==> src/rtl/clockdiv_prog.sv <==
// clockdiv_prog: runtime-programmable clock divider with tick strobe.
// Optional 50% duty for odd divisors when CLKDIV_ODD50_EN is defined.
module clockdiv_prog #(
    parameter int W        = 8,
    parameter int DIV_INIT = 2
) (
    input  logic         clkin,
    input  logic         rst,
    input  logic         en,
    input  logic [W-1:0] div_in,
    input  logic         div_ld,
    output logic         clkout,
    output logic         tick,
    output logic [W-1:0] cur_div,
    output logic         pend,
    output logic         div_ack,
    output logic         div_err
);

    localparam logic [W-1:0] DIV_RST = W'(DIV_INIT);
    localparam logic [W-1:0] ONE     = W'(1);
    localparam logic [W-1:0] TWO     = W'(2);

    logic [W-1:0] cnt_q, cnt_d;
    logic [W-1:0] cur_q, cur_d;
    logic [W-1:0] pdiv_q, pdiv_d;
    logic         pend_q, pend_d;
    logic         clk_q, clk_d;
    logic         tick_q, tick_d;
    logic         ack_q, ack_d;
    logic         err_q, err_d;
    logic         wrap;
    logic         apply;
    logic         ld_ok;

    // next-state: counter, divisor hand-over, load capture, outputs
    always_comb begin
        wrap   = en && (cnt_q == (cur_q - ONE));
        apply  = wrap && pend_q;
        ld_ok  = div_ld && (div_in >= TWO);
        cnt_d  = cnt_q;
        cur_d  = cur_q;
        clk_d  = clk_q;
        pdiv_d = pdiv_q;
        pend_d = pend_q;
        if (en) begin
            cnt_d = wrap ? '0 : cnt_q + ONE;
            if (apply) begin
                cur_d = pdiv_q;
            end
            clk_d = (cnt_d < (cur_d >> 1));
        end
        // a load on the apply edge is kept for the following wrap
        if (apply) begin
            pend_d = 1'b0;
        end
        if (ld_ok) begin
            pdiv_d = div_in;
            pend_d = 1'b1;
        end
        tick_d = wrap;
        ack_d  = apply;
        err_d  = div_ld && (div_in < TWO);
    end

    // state registers
    always_ff @(posedge clkin or posedge rst) begin
        if (rst) begin
            cnt_q  <= '0;
            cur_q  <= DIV_RST;
            pdiv_q <= '0;
            pend_q <= 1'b0;
            clk_q  <= 1'b0;
            tick_q <= 1'b0;
            ack_q  <= 1'b0;
            err_q  <= 1'b0;
        end else begin
            cnt_q  <= cnt_d;
            cur_q  <= cur_d;
            pdiv_q <= pdiv_d;
            pend_q <= pend_d;
            clk_q  <= clk_d;
            tick_q <= tick_d;
            ack_q  <= ack_d;
            err_q  <= err_d;
        end
    end

`ifdef CLKDIV_ODD50_EN
    logic fall_q;

    // half-cycle delayed copy stretches the high phase for odd divisors
    always_ff @(negedge clkin or posedge rst) begin
        if (rst) begin
            fall_q <= 1'b0;
        end else begin
            fall_q <= clk_q;
        end
    end

    assign clkout = cur_q[0] ? (clk_q | fall_q) : clk_q;
`else
    assign clkout = clk_q;
`endif

    assign tick    = tick_q;
    assign cur_div = cur_q;
    assign pend    = pend_q;
    assign div_ack = ack_q;
    assign div_err = err_q;

endmodule

==> config.mk <==
export PLATFORM = sky130hd
export DESIGN_NAME = clockdiv_prog
export DESIGN_NICKNAME = d
export VERILOG_FILES = /design/src/rtl/clockdiv_prog.sv
export SDC_FILE = /design/constraint.sdc
export NUM_CORES = 1
export LEC_CHECK = 0
export CAP_MARGIN = 20
export CORE_MARGIN = 2
export CORE_UTILIZATION = 50
export DETAILED_ROUTE_END_ITERATION = 16
export PLACE_DENSITY = 0.74
export SYNTH_ARGS = -nofsm -noshare
export SYNTH_HDL_FRONTEND = slang
export SYNTH_SLANG_ARGS = --single-unit
==> constraint.sdc <==
create_clock -name clkin -period 4.37 [get_ports clkin]
set_input_delay 0.6555 -clock clkin [delete_from_list [all_inputs] [get_ports clkin]]
set_output_delay 0.6555 -clock clkin [all_outputs]
set_load 0.05 [all_outputs]
; Word-level counts from Yosys, hierarchy flattened
; Cells that the tools add are included.
[op_classes]
add_sub_neg = 2
n_mul = 0
n_div = 0
order_cmp = 3
n_eq_ne = 2
n_shift = 0
n_mux = 5
n_bitwise = 0
n_reduce_logical = 6
[ops]
columns = cell, count
row1 = 8-bit two-way mux, 3
row2 = "8-bit by 1-bit adder with 8-bit output, second input constant", 1
row3 = 8-bit == test, 1
row4 = "8-bit by 2-bit greater-or-equal comparator with 1-bit output, second input constant", 1
row5 = "8-bit by 2-bit less-than comparator with 1-bit output, second input constant", 1
row6 = 8-bit by 7-bit less-than comparator with 1-bit output, 1
row7 = "8-bit by 1-bit subtractor with 8-bit output, second input constant", 1
row8 = 1-bit logical AND, 4
row9 = 1-bit two-way mux, 2
row10 = "2-bit by 1-bit inequality test with 1-bit output, second input constant", 1
row11 = 2-bit AND reduction, 1
row12 = 2-bit nonzero test, 1
[word_totals]
reg_bits = 29
latch_bits = 0
ram_bits = 0
romBits = 0
in_bits = 12
out_inout_bits = 13
elab_cells = 27
memories = 0

; Longest topological paths before layout
; Gate-level depths: netlist of the first run.
[depth]
depth_word = 7
mapped_depth = 16

; Worst setup path before layout of the first run
; No wires, ideal clock.
[synth_timing]
kind = register to register
start = reg cur_q[0] (netlist: cur_div[0])
end = reg clk_q (netlist: clkout)
setup_time_ns = 0.087
arrival_ns = 3.682
required_ns = 4.283
path_slack_ns = 0.602
path_stages_with_launch = 15
period_less_slack_ns = 3.768
cell_sequence = dfrtp_1 -> inv_1 -> ha_1 -> nor2b_1 -> or3_1 -> a31o_1 -> or4_4 -> buf_6 -> mux2_4 -> inv_2 -> ha_1 -> a21o_1 -> a211oi_1 -> o21ai_0 -> o211ai_1
[synth_via]
elab_chain_cells = 7
word_cells_on_any_way = 8
cone_classes = add/sub: 1 / order compare: 1 / eq/ne: 1 / mux: 3 / reduce/logical: 2
[synth_lines]
columns = item, line_no
row1 = from (decl), 25  ; logic [W-1:0] cur_q, cur_d;
row2 = from (signal assigned), 79  ; cur_q <= cur_d;
row3 = 8-bit by 1-bit subtractor with 8-bit output (*), 38  ; wrap = en && (cnt_q == (cur_q - ONE));
row4 = 8-bit == test (*), 38
row5 = 1-bit logical AND (*), 38
row6 = 1-bit logical AND, 39  ; apply = wrap && pend_q;
row7 = 8-bit two-way mux, 48  ; if (apply) begin
row8 = 8-bit two-way mux, 46  ; if (en) begin
row9 = 8-bit by 7-bit less-than comparator with 1-bit output (*), 51  ; clk_d = (cnt_d < (cur_d >> 1));
row10 = to (signal assigned), 82  ; clk_q <= clk_d;
row11 = to (decl), 28  ; logic clk_q, clk_d;
; Mark *: on every way between the ends. The rest lies on a longest branch, timed or not. The select of a mux whose other input is x is not followed.
; A chain may end at the register's enable or synchronous reset.

; Worst setup path after layout of the first run
[layout_timing]
start = reg cur_q[1] (netlist: cur_div[1])
end = reg clk_q (netlist: clkout)
[layout_via]
elab_chain_cells = 7
word_cells_on_any_way = 8
cone_classes = add/sub: 1 / order compare: 1 / eq/ne: 1 / mux: 3 / reduce/logical: 2
[layout_lines]
columns = item, line_no
row1 = 8-bit by 1-bit subtractor with 8-bit output, 38
row2 = 8-bit == test, 38
row3 = 1-bit logical AND, 38
row4 = 1-bit logical AND, 39
row5 = 8-bit two-way mux, 48
row6 = 8-bit two-way mux, 46
row7 = 8-bit by 7-bit less-than comparator with 1-bit output (*), 51
; Marked as above.

==> results of run 1 <==
cell usage after synthesis:
| master | n |
|---|---|
| nor3b_1 | 2 |
| o211ai_1 | 1 |
| dfrtp_1 | 28 |
| mux2_4 | 6 |
| and3_1 | 1 |
| inv_2 | 6 |
| ha_1 | 8 |
| buf_6 | 2 |
| o31ai_1 | 1 |
| o221ai_1 | 1 |
| nand2b_1 | 1 |
| a211oi_1 | 1 |
| nand3_1 | 6 |
| or4_1 | 1 |
| a31o_1 | 1 |
| clkbuf_2 | 1 |
| o21ai_0 | 8 |
| nor3_1 | 5 |
| a21oi_1 | 6 |
| or3_1 | 1 |
| or4_4 | 1 |
| or2_2 | 1 |
| clkbuf_1 | 4 |
| o2111ai_1 | 3 |
| nand3b_1 | 1 |
| xnor2_1 | 9 |
| nand2_1 | 21 |
| dfstp_2 | 1 |
| inv_1 | 9 |
| a31oi_1 | 1 |
| and3_2 | 3 |
| and3b_2 | 1 |
| o22ai_1 | 3 |
| a21o_1 | 1 |
| nor2b_1 | 6 |
| a22o_1 | 4 |
| xor2_1 | 5 |
| nor2_1 | 13 |
| mux2_2 | 4 |
| nor4_1 | 3 |
| and2_1 | 1 |
| buf_2 | 1 |
final cells by class:
| cell class | instances | area (um2) | share of cell area |
|---|---|---|---|
| flip-flops and latches | 29 | 727 | 0.345 |
| clock inverters | 1 | 5.00 | 0.00238 |
| repair buffers | 27 | 283 | 0.134 |
| well taps | 46 | 57.6 | 0.0273 |
| clock buffers | 7 | 65.1 | 0.0309 |
| multi-input cells | 131 | 911 | 0.433 |
| inverters | 15 | 56.3 | 0.0268 |
state kept, by name (all words and copies together), names as in the netlist:
register	flops
clkout	1
cnt_q	8
cur_div	8
div_ack	1
div_err	1
pdiv_q	8
pend	1
tick	1
power groups by stage:
stage | Combinational (mW) | Sequential (mW) | Clock (mW)
CTS | 0.483 | 0.407 | 0.193
floorplan | 0.357 | 0.412 | 0
detailed placement | 0.477 | 0.412 | 0
global route | 0.543 | 0.420 | 0.206
finish | 0.483 | 0.407 | 0.190
global placement | 0.458 | 0.410 | 0
metal layers:
metal  share of wire  up-vias  global-route usage
li1                -      688                   -
met1            0.44      680               0.260
met2            0.49       29               0.359
met3           0.053        6              0.0631
met4           0.014        0              0.0667
met5               0        -                   0
kinds of logic after synthesis:
| group | count (synthesis) | synth area share |
|---|---|---|
| muxes | 10 | 0.0778 |
| DFF | 29 | 0.419 |
| adders and majority gates | 8 | 0.0576 |
| and+or+nand+nor | 68 | 0.198 |
| buffers and inverters | 23 | 0.0598 |
| xor gates and xnor gates | 14 | 0.0706 |
| AOI/OAI and AO/OA | 31 | 0.117 |
per-stage QoR:
stage          hold slack, ns  setup WS [ns]  total power, mW  cells  instance area, um2
2_1_floorplan           0.446          0.602            0.770    183                1740
6_report                0.489          0.642             1.08    256                2100
3_3_place_gp            0.463          0.792            0.868    247                2010
4_1_cts                 0.496          0.656             1.08    256                2100
3_5_place_dp            0.466          0.692            0.889    248                2030
5_1_grt                 0.523          0.396             1.17    256                2100
worst max-delay path by stage:
stage	startpoint	endpoint
final	cur_div[1]	clkout
after global routing	cur_div[1]	clkout
after floorplan	cur_div[0]	clkout
after detailed placement	cur_div[1]	clkout
after CTS	cur_div[1]	clkout
after global placement	cur_div[1]	clkout
tightest hold or removal path: cells and delay by family, from the launching register on:
family | cells | cell delay [ns]
simple gates | 2 | 0.11
flops | 1 | 0.35
==> results.ini, run 1 <==
[sta]
finalCriticalPeriod_ns = 3.73
fmax_mhz = 268
setup_viol = 0
slew_headroom = 0.660
fin_tns_setup_ns = 0
slew_violations = 0
rsz0062_at_grt = false
tightest_slew_ns = 0.506
finalHoldViolCount = 0
finalCritPeriodShare = 0.853
fin_skew_ns = 0.00896

[clocking]
post_cts_resized = 0
cts_tree = done
hold_buffers = 0
post_cts.repair.setup_buffers = 0
clkLatencyLatePin_ns = 0.34
numCtsBuffers = 5
h-tree-depth = 2
clock_sinks = 29
cts.path.max_buffers = 2
cts-root-buf = clkbuf_4
clkSlewWorstSetupHoldPaths_ns = 0.10

[outcome]
status = completed

[power_and_ir_drop]
p_seq_frac = 0.377
p_int_uw = 642
switching_power_uw = 437
clkPwrFrac = 0.176
p_comb_frac = 0.447
power_leakage_nw = 0.975
swShare = 0.405
powerDensity_nw_per_um2 = 513
vdd_ir_drop_max_mv = 0.259

[die]
die_h_um = 62.9
coreArea_um2 = 3340
initial_utilization = 0.520
dieArea_um2 = 3960
rows = 21
die_w_um = 62.9
num_io_pins = 25

[setup_path]
crit_family = simple AND/OR/NAND/NOR gates
arrival_ns = 3.99
reg2reg_slack_ns = 0.64
r2r_cells = 14
critPathKind = reg2reg
cpPeakStageDelay_ns = 0.62
cp_slowest_cell = or4_4
r2r-start = cur_div[1]
crit_chain = inv_1 > ha_1 > nor2b_1 > or3_1 > a31o_1 > or4_4 > mux2_4 > inv_2 > ha_1 > nand2_1 > nand3b_1 > a211oi_1 > o21ai_0 > o211ai_1
startpoint_type = register
worstReg2RegEnd = clkout
path_max_fanout = 8
critPathMostFrequentCell = ha_1
crit_buf_inv = 2
required_ns = 4.63
cp-end-kind = register
path_depth = 14

[worst_hold_path]
hold_depth = 2
hold_class = reg2reg
hp-start = pdiv_q[5]
hold_end = pdiv_q[5]

[global_routing]
antenna_found_initial = 0
track_usage = 0.212
grt_pass1_vias = 1418
grt_max_degree = 21
grt_pass1_wl_mm = 6.60
gr-total-overflow = 0

[layout]
final_common_cell = dfrtp_1
fillCellCount = 294
final_cell_mix = dfrtp_1 (28), clkdlybuf4s50_1 (24), nand2_1 (21), nor2_1 (13)
final_core_util = 0.631
synthToLayoutAreaGrowth_pct = 21.2
drive_gt1_frac = 0.167
diodes = 0
nNetsFinal = 229

[drt]
antenna_left = 0
dr.pass1.iters = 4
drc = 0
num_vias = 1403
wl_per_cell_um = 14.3
via_per_inst = 5.48
finalWirelength_mm = 3.65
drt_iter0_markers = 74

[yosys]
syn_inst = 183
yosys-top-cells-area = dfrtp_1 (40%), ha_1 (5.8%), mux2_4 (5.2%)
yosysWarnings = 0
ys_seq_area_frac = 0.419
syn-mean-instance-area_um2 = 9.49
synth_top_area_cell = dfrtp_1
syn_nets = 203
synth_top_area_share = 0.403
synthesis.area_um2 = 1740
synthDistinctLibCells = 42
synth_seq_cells = 29

[placed_design]
place_hpwl_mm = 2.80
io_buffers = 24
gp_congestion = 0.883

[job]
max_cap_viol_count = 0

(Power assumes the default switching activity.)
==> run 2: changes to the inputs <==
--- a/config.mk
+++ b/config.mk
@@ -7,9 +7,8 @@
 export LEC_CHECK = 0
 export CAP_MARGIN = 20
 export CORE_MARGIN = 2
-export CORE_UTILIZATION = 50
+export CORE_UTILIZATION = 35
 export DETAILED_ROUTE_END_ITERATION = 16
-export PLACE_DENSITY = 0.74
 export SYNTH_ARGS = -nofsm -noshare
 export SYNTH_HDL_FRONTEND = slang
 export SYNTH_SLANG_ARGS = --single-unit
==> run 2 against run 1 <==
First-iteration DRC count shrank 35%. Design area up 2.7%. Power grew 9.3%. Routed wire length up 0.82%. Clock-buffer cell count shrank 1. Fmax up 1.1%. Sequential power about the same. Sequential share of layout area down 0.90 points. Hold slack got worse by 0.015 ns. Critical path depth is 1 lower. Core utilization down 18 points. Critical path type unchanged. Largest cell class unchanged.
==> results.ini, run 2 (synthesized netlist as in run 1, its figures left out) <==
[outcome]
status = completed

[die]
rows = 25  ; +19%
coreArea_um2 = 4750  ; +42%
die_w_um = 74.4  ; +18%
die_h_um = 74.4  ; +18%
dieArea_um2 = 5540  ; +40%
initial_utilization = 0.365  ; -0.155
num_io_pins = 25  ; unchanged

[setup_path]
critPathMostFrequentCell = ha_1
cp_slowest_cell = or4_4
r2r_cells = 13  ; -1
reg2reg_slack_ns = 0.68  ; +0.04 ns
arrival_ns = 3.90  ; -0.09 ns
r2r-start = cur_div[1]
worstReg2RegEnd = clkout
cp-end-kind = register
path_depth = 13  ; -1
crit_chain = inv_1 > ha_1 > nor2b_1 > or3_1 > a31o_1 > or4_4 > mux2_4 > inv_2 > ha_1 > a21o_1 > a211oi_1 > o21ai_0 > o211ai_1
crit_buf_inv = 2  ; unchanged
path_max_fanout = 8  ; unchanged
cpPeakStageDelay_ns = 0.62  ; about the same
crit_family = simple AND/OR/NAND/NOR gates
startpoint_type = register
critPathKind = reg2reg
required_ns = 4.58  ; -0.05 ns

[global_routing]
gr-total-overflow = 0  ; unchanged
grt_pass1_vias = 1297  ; -8.5%
track_usage = 0.155  ; -0.0575
antenna_found_initial = 0  ; unchanged
grt_pass1_wl_mm = 6.38  ; -3.3%
grt_max_degree = 30  ; +43%

[placed_design]
gp_congestion = 0.784  ; -11%
io_buffers = 24  ; unchanged
place_hpwl_mm = 2.79  ; -0.42%

[clocking]
cts.path.max_buffers = 2  ; unchanged
post_cts.repair.setup_buffers = 0  ; unchanged
h-tree-depth = 2  ; unchanged
hold_buffers = 0  ; unchanged
clock_sinks = 29  ; unchanged
post_cts_resized = 0  ; unchanged
clkLatencyLatePin_ns = 0.29  ; -0.05 ns
cts-root-buf = clkbuf_8
numCtsBuffers = 5  ; unchanged
clkSlewWorstSetupHoldPaths_ns = 0.07  ; -0.03 ns
cts_tree = done

[drt]
dr.pass1.iters = 4  ; unchanged
wl_per_cell_um = 13.3  ; -6.8%
drc = 0  ; unchanged
antenna_left = 0  ; unchanged
num_vias = 1344  ; -4.2%
via_per_inst = 4.85  ; -11%
drt_iter0_markers = 48  ; -35%
finalWirelength_mm = 3.68  ; +0.82%

[sta]
fin_tns_setup_ns = 0  ; unchanged
slew_violations = 0  ; unchanged
fmax_mhz = 271  ; +1.1%
setup_viol = 0  ; unchanged
finalCritPeriodShare = 0.843  ; -0.00964
tightest_slew_ns = 0.495  ; -0.0107 ns
slew_headroom = 0.667  ; +0.00717
finalCriticalPeriod_ns = 3.69  ; -0.0421 ns
fin_hold_ws_ns = 0.474  ; -0.0152 ns
finalHoldViolCount = 0  ; unchanged
rsz0062_at_grt = false
fin_skew_ns = 0.00888  ; -0.0000843 ns

[layout]
drive_gt1_frac = 0.167  ; unchanged
fillCellCount = 490  ; +67%
final_cell_mix = dfrtp_1 (28), clkdlybuf4s50_1 (24), nand2_1 (21), nor2_1 (13)
final_common_cell = dfrtp_1
synthToLayoutAreaGrowth_pct = 24.4
nNetsFinal = 229  ; unchanged
diodes = 0  ; unchanged
multi_input_area_um2 = 911  ; unchanged
ff_latch_area_um2 = 727  ; unchanged

[power_and_ir_drop]
vdd_ir_drop_max_mv = 0.194  ; -25%
p_seq_frac = 0.345  ; -0.032
switching_power_uw = 446  ; +1.9%
p_comb_frac = 0.407  ; -0.040
power_leakage_nw = 0.983  ; +0.85%
p_int_uw = 734  ; +14%
powerDensity_nw_per_um2 = 546  ; +6.4%
swShare = 0.378  ; -0.0275
clkPwrFrac = 0.248  ; +0.072

[worst_hold_path]
hold_end = pdiv_q[5]
hold_class = reg2reg
hold_depth = 2  ; unchanged
hp-start = pdiv_q[5]

[job]
max_cap_viol_count = 0  ; unchanged

[run 2: cell types whose count changed in the layout (fill, tap and decap cells not counted), sizes merged]
cell	previous run	this run
bufinv	0	1
clkbuf	7	6
clkinv	1	0
clkinvlp	0	1
[run 2: final cells by class]
type	instances	area share
multi-input combinational	131	0.422
sequential	29	0.336
timing repair buffer	27	0.122
clock buffer	6	0.0382
tap	67	0.0388
clock inverter	2	0.0174
inverter	15	0.0261
[run 2: routing by layer]
layer	GRT usage	share of wire	wire length [um]
met5	0	0	0
met4	0.0595	0.017	63
met3	0.0393	0.039	143
met2	0.237	0.45	1670
met1	0.212	0.49	1800
[run 2: worst register-to-register path, cell delays in order (launching register included)]
cell and delay (ns):
dfstp_2 0.57, inv_1 0.07, ha_1 0.23, nor2b_1 0.15, or3_1 0.34, a31o_1 0.25
or4_4 0.62, mux2_4 0.34, inv_2 0.05, ha_1 0.23, a21o_1 0.18, a211oi_1 0.27
o21ai_0 0.13, o211ai_1 0.18
[run 2: per-stage QoR]
| stage | setup WS (ns) | instances | cell area, um2 | util | total power [mW] |
|---|---|---|---|---|---|
| floorplan | 0.602 | 183 | 1740 | - | 0.770 |
| global placement | 0.756 | 269 | 2040 | 0.429 | 0.885 |
| detailed placement | 0.689 | 269 | 2040 | 0.429 | 0.894 |
| CTS | 0.670 | 277 | 2160 | 0.454 | 1.20 |
| global route | 0.466 | 277 | 2160 | 0.454 | 1.27 |
| finish | 0.684 | 277 | 2160 | 0.454 | 1.18 |
[run 2: worst max path at each step]
| stage | start | to | slack, ns |
|---|---|---|---|
| detailed placement | cur_div[1] | clkout | 0.69 |
| finish | cur_div[1] | clkout | 0.68 |
| global route | cur_div[1] | clkout | 0.47 |
| global placement | cur_div[1] | clkout | 0.76 |
| floorplan | cur_div[0] | clkout | 0.60 |
| CTS | cur_div[1] | clkout | 0.67 |
[run 2: power by group through the flow]
| stage | logic, mW | registers (mW) | clock network, mW |
|---|---|---|---|
| after floorplan | 0.357 | 0.412 | 0 |
| after global placement | 0.474 | 0.411 | 0 |
| after detailed placement | 0.483 | 0.411 | 0 |
| final | 0.480 | 0.407 | 0.293 |
| after CTS | 0.488 | 0.407 | 0.303 |
| after global routing | 0.544 | 0.418 | 0.312 |
==> run 3: changes to the inputs <==
==> constraint.sdc (replaced) <==
create_clock -name clkin -period 3.4 [get_ports clkin]
set_input_delay 0.51 -clock clkin [delete_from_list [all_inputs] [get_ports clkin]]
set_output_delay 0.51 -clock clkin [all_outputs]
set_load 0.05 [all_outputs]
==> run 3 against run 2 <==
Via count up 3.9%. Sequential share of layout area down 1.7 points. Sequential cell count unchanged. Setup slack worse by 0.68 ns. Global-route usage up 0.54 points. Cell count up 3.2%. Register-to-register slack worse by 0.68 ns. Clock-buffer cell count down 1. Routed wire length up 5.0%. Sequential power up 26%. Largest cell class unchanged.
==> results.ini, run 3 (synthesized netlist as in run 1, its figures left out) <==
[outcome]
status = completed

[layout]
nNetsFinal = 238  ; +3.9%
final_common_cell = dfrtp_1
final_cell_mix = dfrtp_1 (27), clkdlybuf4s50_1 (24), nand2_1 (21), nor2_1 (13), buf_4 (11)
drive_gt1_frac = 0.233  ; +0.0662
diodes = 0  ; unchanged
synthToLayoutAreaGrowth_pct = 32.1

[sta]
fin_tns_setup_ns = 0  ; unchanged
fmax_mhz = 295  ; +8.6%
finalCritPeriodShare = 0.998  ; +0.155
finalWorstSetupSlack_ns = 0.00585  ; -0.678 ns
setup_viol = 0  ; unchanged
tightest_slew_ns = 0.513  ; +0.0183 ns
fin_skew_ns = 0.0101  ; +0.00118 ns
slew_headroom = 0.657  ; -0.0102
finalHoldViolCount = 0  ; unchanged
finalCriticalPeriod_ns = 3.39  ; -0.292 ns
slew_violations = 0  ; unchanged
rsz0062_at_grt = true

[die]
die_h_um = 74.4  ; unchanged
initial_utilization = 0.365  ; unchanged
coreArea_um2 = 4750  ; unchanged
die_w_um = 74.4  ; unchanged
dieArea_um2 = 5540  ; unchanged
num_io_pins = 25  ; unchanged
rows = 25  ; unchanged

[drt]
antenna_left = 0  ; unchanged
drt_iter0_markers = 73  ; +52%
dr.pass1.iters = 4  ; unchanged
via_per_inst = 4.88  ; +0.60%
wl_per_cell_um = 13.5  ; +1.7%
num_vias = 1396  ; +3.9%
drc = 0  ; unchanged
finalWirelength_mm = 3.86  ; +5.0%

[clocking]
clkLatencyLatePin_ns = 0.29  ; about the same
cts.path.max_buffers = 2  ; unchanged
clock_sinks = 29  ; unchanged
clkSlewWorstSetupHoldPaths_ns = 0.07  ; about the same
cts_tree = done
numCtsBuffers = 5  ; unchanged
cts-root-buf = clkbuf_8
h-tree-depth = 2  ; unchanged

[setup_path]
r2r-start = cur_div[1]
crit_chain = inv_4 > ha_4 > nor2b_1 > or3_1 > a31o_1 > or4_4 > mux2_4 > inv_2 > ha_4 > a21o_1 > a211oi_2 > o221ai_1 > o211ai_1
reg2reg_slack_ns = 0.006  ; -0.68 ns
cp-end-kind = register
cp-endpoint = clkout
r2r_cells = 13  ; unchanged
critPathKind = reg2reg
arrival_ns = 3.61  ; -0.29 ns
cp-startpoint = cur_div[1]
path_max_fanout = 7  ; -1
critPathMostFrequentCell = ha_4
startpoint_type = register
required_ns = 3.61  ; -0.97 ns
cp_slowest_cell = dfstp_4
worstReg2RegEnd = clkout
cpPeakStageDelay_ns = 0.63  ; about the same

[placed_design]
place_hpwl_mm = 2.96  ; +6.1%
io_buffers = 24  ; unchanged
preCtsSetupSlack_ns = -0.0632  ; -0.753 ns
gp_congestion = 0.783  ; -0.14%

[global_routing]
gr-total-overflow = 0  ; unchanged
grt_pass1_wl_mm = 6.51  ; +1.9%
grt_max_degree = 30  ; unchanged
antenna_found_initial = 0  ; unchanged
grt_pass1_vias = 1329  ; +2.5%
track_usage = 0.160  ; +0.00540

[power_and_ir_drop]
power_leakage_nw = 1.02  ; +3.8%
vdd_ir_drop_max_mv = 0.327  ; +68%
powerDensity_nw_per_um2 = 706  ; +29%

[job]
max_cap_viol_count = 0  ; unchanged

[worst_hold_path]
hold_class = reg2reg

-- run 3: per-layer routing --
metal,global-route usage,routed length [um],vias up
met5,0,0,-
met4,0.0734,70,0
met3,0.0393,145,8
met2,0.258,1870,28
met1,0.204,1770,652
li1,-,-,708
-- run 3: area by class of cell --
cell class / count / area, um2
Sequential cell: 29 / 732
Clock inverter: 3 / 46.3
Clock buffer: 5 / 68.8
Inverter: 15 / 58.8
Tap cell: 67 / 83.8
Timing Repair Buffer: 36 / 343
Fill cell: 488 / 2460
Multi-Input combinational cell: 131 / 962
-- run 3: power breakdown --
group          switching, mW  leakage [nW]  total (mW)  internal (mW)
Clock                  0.149        0.0543       0.368          0.219
Sequential            0.0938         0.355       0.511          0.417
Combinational          0.379         0.612       0.741          0.362
-- run 3: what timing repair did --
item | CTS | global route
pin swaps | 2 | 0
gates resized for setup | 0 | 1
hold buffers | 0 | 0
buffers inserted | 1 | 0
setup endpoints to repair | 1 | 1
-- run 3: worst min path at each step --
stage / cells after the start / slack (ns) / start / end
after detailed placement: 2 / 0.47 / pdiv_q[4] / pdiv_q[4]
after CTS: 2 / 0.48 / pdiv_q[4] / pdiv_q[4]
after global placement: 2 / 0.46 / pdiv_q[5] / pdiv_q[5]
after floorplan: 2 / 0.45 / pdiv_q[2] / pdiv_q[2]
final: 2 / 0.48 / pdiv_q[5] / pdiv_q[5]
after global routing: 2 / 0.52 / pdiv_q[3] / pdiv_q[3]
-- run 3: through the flow --
stage	power, mW	cell area [um2]	hold slack [ns]	utilization	instances
2_1_floorplan	1.03	1790	0.446	-	183
3_3_place_gp	1.25	2170	0.461	0.456	277
3_5_place_dp	1.25	2170	0.466	0.456	277
4_1_cts	1.63	2290	0.485	0.481	286
5_1_grt	1.73	2290	0.517	0.483	286
6_report	1.62	2290	0.483	0.483	286
-- run 3: worst max-delay path: cells and delay by family (launching register included) --
family / cells / cell delay, ns
fa+ha+maj: 2 / 0.34
simple gates: 3 / 1.08
mux: 1 / 0.34
flops: 1 / 0.63
compound gates: 5 / 0.82
buf+inv: 2 / 0.11
